File: config.mk
export PLATFORM = sky130hd
export DESIGN_NAME = mem_arbiter
export DESIGN_NICKNAME = d
export VERILOG_FILES = /design/src/rtl/mem_arbiter.sv
export SDC_FILE = /design/constraint.sdc
export NUM_CORES = 1
export LEC_CHECK = 0
export CAP_MARGIN = 20
export CORE_ASPECT_RATIO = 0.8
export CORE_UTILIZATION = 35
export CTS_BUF_LIST = sky130_fd_sc_hd__clkbuf_2
export DETAILED_ROUTE_END_ITERATION = 8
export GPL_ROUTABILITY_DRIVEN = 0
export HOLD_SLACK_MARGIN = 0.1
export PLACE_DENSITY = 0.71
export SYNTH_ARGS = -nofsm -noshare
export SYNTH_HDL_FRONTEND = slang
export SYNTH_SLANG_ARGS = --single-unit
File: constraint.sdc
create_clock -name clk -period 5.6 [get_ports clk]
set_input_delay 0.56 -clock clk [delete_from_list [all_inputs] [get_ports clk]]
set_output_delay 0.56 -clock clk [all_outputs]
set_load 0.05 [all_outputs]
File: src/rtl/mem_arbiter.sv
// Single-port RAM arbiter between instruction fetch (read-only) and load/store.
// One transaction in flight at a time; round-robin grant on contention.
module mem_arbiter #(
    parameter int ADDR_W = 32,
    parameter int DATA_W = 32,
    parameter int RD_LAT = 1    // legal range 1..4
) (
    input  logic              clk,
    input  logic              reset,
    input  logic              if_req_i,
    input  logic [ADDR_W-1:0] if_addr_i,
    output logic              if_ack_o,
    output logic [DATA_W-1:0] if_data_o,
    output logic              if_valid_o,
    input  logic              ls_req_i,
    input  logic              ls_we_i,
    input  logic [ADDR_W-1:0] ls_addr_i,
    input  logic [DATA_W-1:0] ls_wdata_i,
    output logic              ls_ack_o,
    output logic [DATA_W-1:0] ls_data_o,
    output logic              ls_valid_o,
    output logic              we_o,
    output logic [ADDR_W-1:0] addr_o,
    output logic [DATA_W-1:0] wdata_o,
    input  logic [DATA_W-1:0] data_i,
    output logic              busy_o
);

    typedef enum logic [1:0] {
        IDLE = 2'd0,
        RD   = 2'd1,
        WR   = 2'd2
    } state_t;

    localparam logic [2:0] LAT = 3'(RD_LAT);

    state_t     state;
    state_t     state_next;
    logic [2:0] cnt;
    logic [2:0] cnt_next;
    logic       last_gnt;
    logic       cur_ls;
    logic       grant_if;
    logic       grant_ls;
    logic       rd_done;

    // last_gnt: 0 = IF, 1 = LS. On a tie the requester not served last wins.
    always_comb begin
        grant_if = 1'b0;
        grant_ls = 1'b0;
        if (state == IDLE && !reset) begin
            if (if_req_i && ls_req_i) begin
                if (last_gnt) begin
                    grant_if = 1'b1;
                end else begin
                    grant_ls = 1'b1;
                end
            end else if (ls_req_i) begin
                grant_ls = 1'b1;
            end else if (if_req_i) begin
                grant_if = 1'b1;
            end
        end
    end

    assign if_ack_o = grant_if;
    assign ls_ack_o = grant_ls;
    assign rd_done  = (state == RD) && (cnt <= 3'd1);
    assign we_o     = (state == WR);
    assign busy_o   = (state != IDLE);

    always_comb begin
        state_next = state;
        cnt_next   = cnt;
        case (state)
            IDLE: begin
                if (grant_ls && ls_we_i) begin
                    state_next = WR;
                end else if (grant_ls || grant_if) begin
                    state_next = RD;
                    cnt_next   = LAT;
                end
            end
            RD: begin
                if (rd_done) begin
                    state_next = IDLE;
                    cnt_next   = 3'd0;
                end else begin
                    cnt_next = cnt - 3'd1;
                end
            end
            WR: begin
                state_next = IDLE;
            end
            default: begin
                state_next = IDLE;
                cnt_next   = 3'd0;
            end
        endcase
    end

    always_ff @(posedge clk or posedge reset) begin
        if (reset) begin
            state <= IDLE;
            cnt   <= 3'd0;
        end else begin
            state <= state_next;
            cnt   <= cnt_next;
        end
    end

    // Request capture at the ack edge; completion data and one-cycle valid pulses.
    always_ff @(posedge clk or posedge reset) begin
        if (reset) begin
            last_gnt   <= 1'b0;
            cur_ls     <= 1'b0;
            addr_o     <= '0;
            wdata_o    <= '0;
            if_data_o  <= '0;
            ls_data_o  <= '0;
            if_valid_o <= 1'b0;
            ls_valid_o <= 1'b0;
        end else begin
            if_valid_o <= 1'b0;
            ls_valid_o <= 1'b0;
            if (grant_ls) begin
                addr_o   <= ls_addr_i;
                last_gnt <= 1'b1;
                cur_ls   <= 1'b1;
                if (ls_we_i) begin
                    wdata_o <= ls_wdata_i;
                end
            end else if (grant_if) begin
                addr_o   <= if_addr_i;
                last_gnt <= 1'b0;
                cur_ls   <= 1'b0;
            end
            if (rd_done) begin
                if (cur_ls) begin
                    ls_data_o  <= data_i;
                    ls_valid_o <= 1'b1;
                end else begin
                    if_data_o  <= data_i;
                    if_valid_o <= 1'b1;
                end
            end
            if (state == WR) begin
                ls_valid_o <= 1'b1;
            end
        end
    end

endmodule
==> impl_metrics.csv <==
group,metric,value,unit
timing,clock.fmax,286,MHz
floorplan,initial_utilization,0.361,
clock_network,hold_buffers,0,
floorplan,coreArea,15100,um2
critical_path,slowest_delay,0.87,ns
finish,utilization,0.562,
clock_network,clk-insertion-delay-late,0.69,ns
routing,drc,0,
synthesis,synth_cells,358,
synthesis,syn_area,5460,um2
placed_design,post-place-ws,2.19,ns
finish,layout_common_cells,"266 x clkdlybuf4s50_1, 136 x dfrtp_1, 66 x mux2_2",
critical_path,startpoint,"state[0]",
global_routing,grt_pass1_wl,23000,um
synthesis,yosysUniqueCellTypes,31,
clock_network,cts_tree,"built",
global_routing,grt_pass1_vias,4370,
timing,tightest_slew,0.992,ns
clock_network,cts_setup_buffers,0,
global_routing,grt-ovfl-total,0,
timing,slew_headroom,0.337,
power,powerDensity,703,nW/um2
routing,drt_iter0_markers,316,
floorplan,dieArea,16100,um2
routing,routed_wl,14300,um
run_status,status,"finished clean",
critical_path,cp.depth,4,
timing,worst_slack,2.10,ns
routing,via_per_inst,4.78,
finish,final_area,8500,um2
critical_path,path_max_fanout,34,
clock_network,cts_buffers,17,
global_routing,grt_max_degree,83,
critical_path,crit_type,"reg -> out",
floorplan,rows,40,
timing,post-route-period-util,0.625,
power,ir_worst_vdd,0.343,mV
floorplan,die_y,114,um
power,p_leak,3.84,nW
finish,layout_commonest_cell,"clkdlybuf4s50_1",
routing,wl_per_cell,16.9,um
critical_path,r2r_end,"wdata_o[4]",
clock_network,htreeDepth,4,
synthesis,syn_nets,493,
global_routing,antenna_found_initial,0,
clock_network,cts-root-buf,"clkbuf_2",
critical_path,end_kind,"output pin",
critical_path,cp.required,5.04,ns
critical_path,cp_slowest_cell,"clkdlybuf4s50_1",
synthesis,yosys_warnings,0,
synthesis,synth-seq-cells,136,
routing,via_count,4051,
finish,syn_to_final_growth,55.7,%
finish,drive_gt1_frac,0.212,
clock_network,cts.clk_slew.worst_paths,0.17,ns
critical_path,worstReg2RegStart,"state[0]",
critical_path,ff2ff_path_depth,5,
timing,setup_tns,0,ns
finish,fin_nets,762,
power,finalPower,5.97,mW
critical_path,cp_num_buf_inv,2,
min_path,hold_class,"in -> async",
timing,setup_viol,0,
clock_network,clock-sinks,136,
clock_network,cts_resized,0,
synthesis,avgSynthCellArea,15.2,um2
timing,grt_setup_unrepaired,"false",
timing,clock_skew,0.0219,ns
routing,drtAntennaViolNets,0,
placed_design,dp_hpwl,10200,um
floorplan,io_pins,267,
timing,hold_viol_final,0,
critical_path,crit_family,"buffers and inverters",
synthesis,yosysSeqAreaShare,0.624,
run,max_cap_violations,0,
global_routing,grt_use_total,0.188,
timing,min_period,3.50,ns
timing,report.final.slew_viol_count,0,
critical_path,cp.arrival,2.94,ns
critical_path,crit_chain,"nor3_2, and3_1, buf_4, clkdlybuf4s50_1",
placed_design,place_area,8260,um2
clock_network,clk_path_buf_depth,2,
floorplan,die_width,142,um
critical_path,worst_setup_path_start_kind,"register",
placed_design,io_buffers,266,
finish,antenna_cells,0,
routing,first_pass_iters,8,
critical_path,reg2reg_slack,3.34,ns
## power breakdown
group	leakage, nW	internal (mW)	switching, mW
Sequential	1.64	1.46	0.279
Combinational	2.06	1.37	2.28
Clock	0.135	0.234	0.343
## stage by stage
step,hold WS (ns),std cells
after floorplan,0.429,358
after global placement,0.454,816
after detailed placement,0.473,817
after CTS,0.384,846
after global routing,0.371,847
final,0.417,847
## layer usage
metal | track usage | wire length, um | vias to the layer above
li1 | - | - | 1825
met1 | 0.227 | 5850 | 2007
met2 | 0.303 | 6900 | 198
met3 | 0.0726 | 1310 | 21
met4 | 0.0753 | 242 | 0
met5 | 0 | 0 | -
## state kept, by name, indices dropped and copies added, names as in the netlist
| signal | cells |
|---|---|
| addr_o | 32 |
| if_data_o | 32 |
| ls_data_o | 32 |
| wdata_o | 32 |
| cnt | 3 |
| state | 2 |
| cur_ls | 1 |
| if_valid_o | 1 |
| ls_valid_o | 1 |
## logic make-up after synthesis
kind of cell,synth area share
and+or+nand+nor,0.0271
AOI/OAI and AO/OA,0.0676
muxes,0.218
DFF,0.624
adders and majority gates,0.00458
buffers and inverters,0.0591
## final cells by class
type	instances	area, um2
fill	1216	6620
tap	210	263
sequential	136	3400
multi-input combinational	163	1740
clock inverter	12	136
clock buffer	17	85.1
timing repair buffer	271	2720
inverter	38	148
## cell usage after synthesis, drive strengths merged
cell type,instances,area share
a21oi,1,0.00092
a222oi,32,0.059
and3,2,0.0023
buf,17,0.030
clkbuf,4,0.0028
dfrtp,136,0.62
ha,2,0.0046
inv,38,0.026
mux2,96,0.22
nand2,6,0.0055
nand2b,3,0.0034
nand3,1,0.00092
nor2,6,0.0050
nor2b,3,0.0034
nor3,1,0.0018
nor4,1,0.0011
o211ai,1,0.0014
o21ai,2,0.0018
o21bai,1,0.0021
o22ai,1,0.0011
o2bb2ai,1,0.0016
or2,2,0.0023
or3,1,0.0011
## how the worst max path moves through the flow
stage,slack [ns],end
detailed placement,2.19,if_ack_o
global route,1.85,if_ack_o
CTS,1.99,if_ack_o
floorplan,1.40,addr_o[0]
finish,2.10,if_ack_o
global placement,2.20,if_ack_o
(Power assumes the default switching activity.)
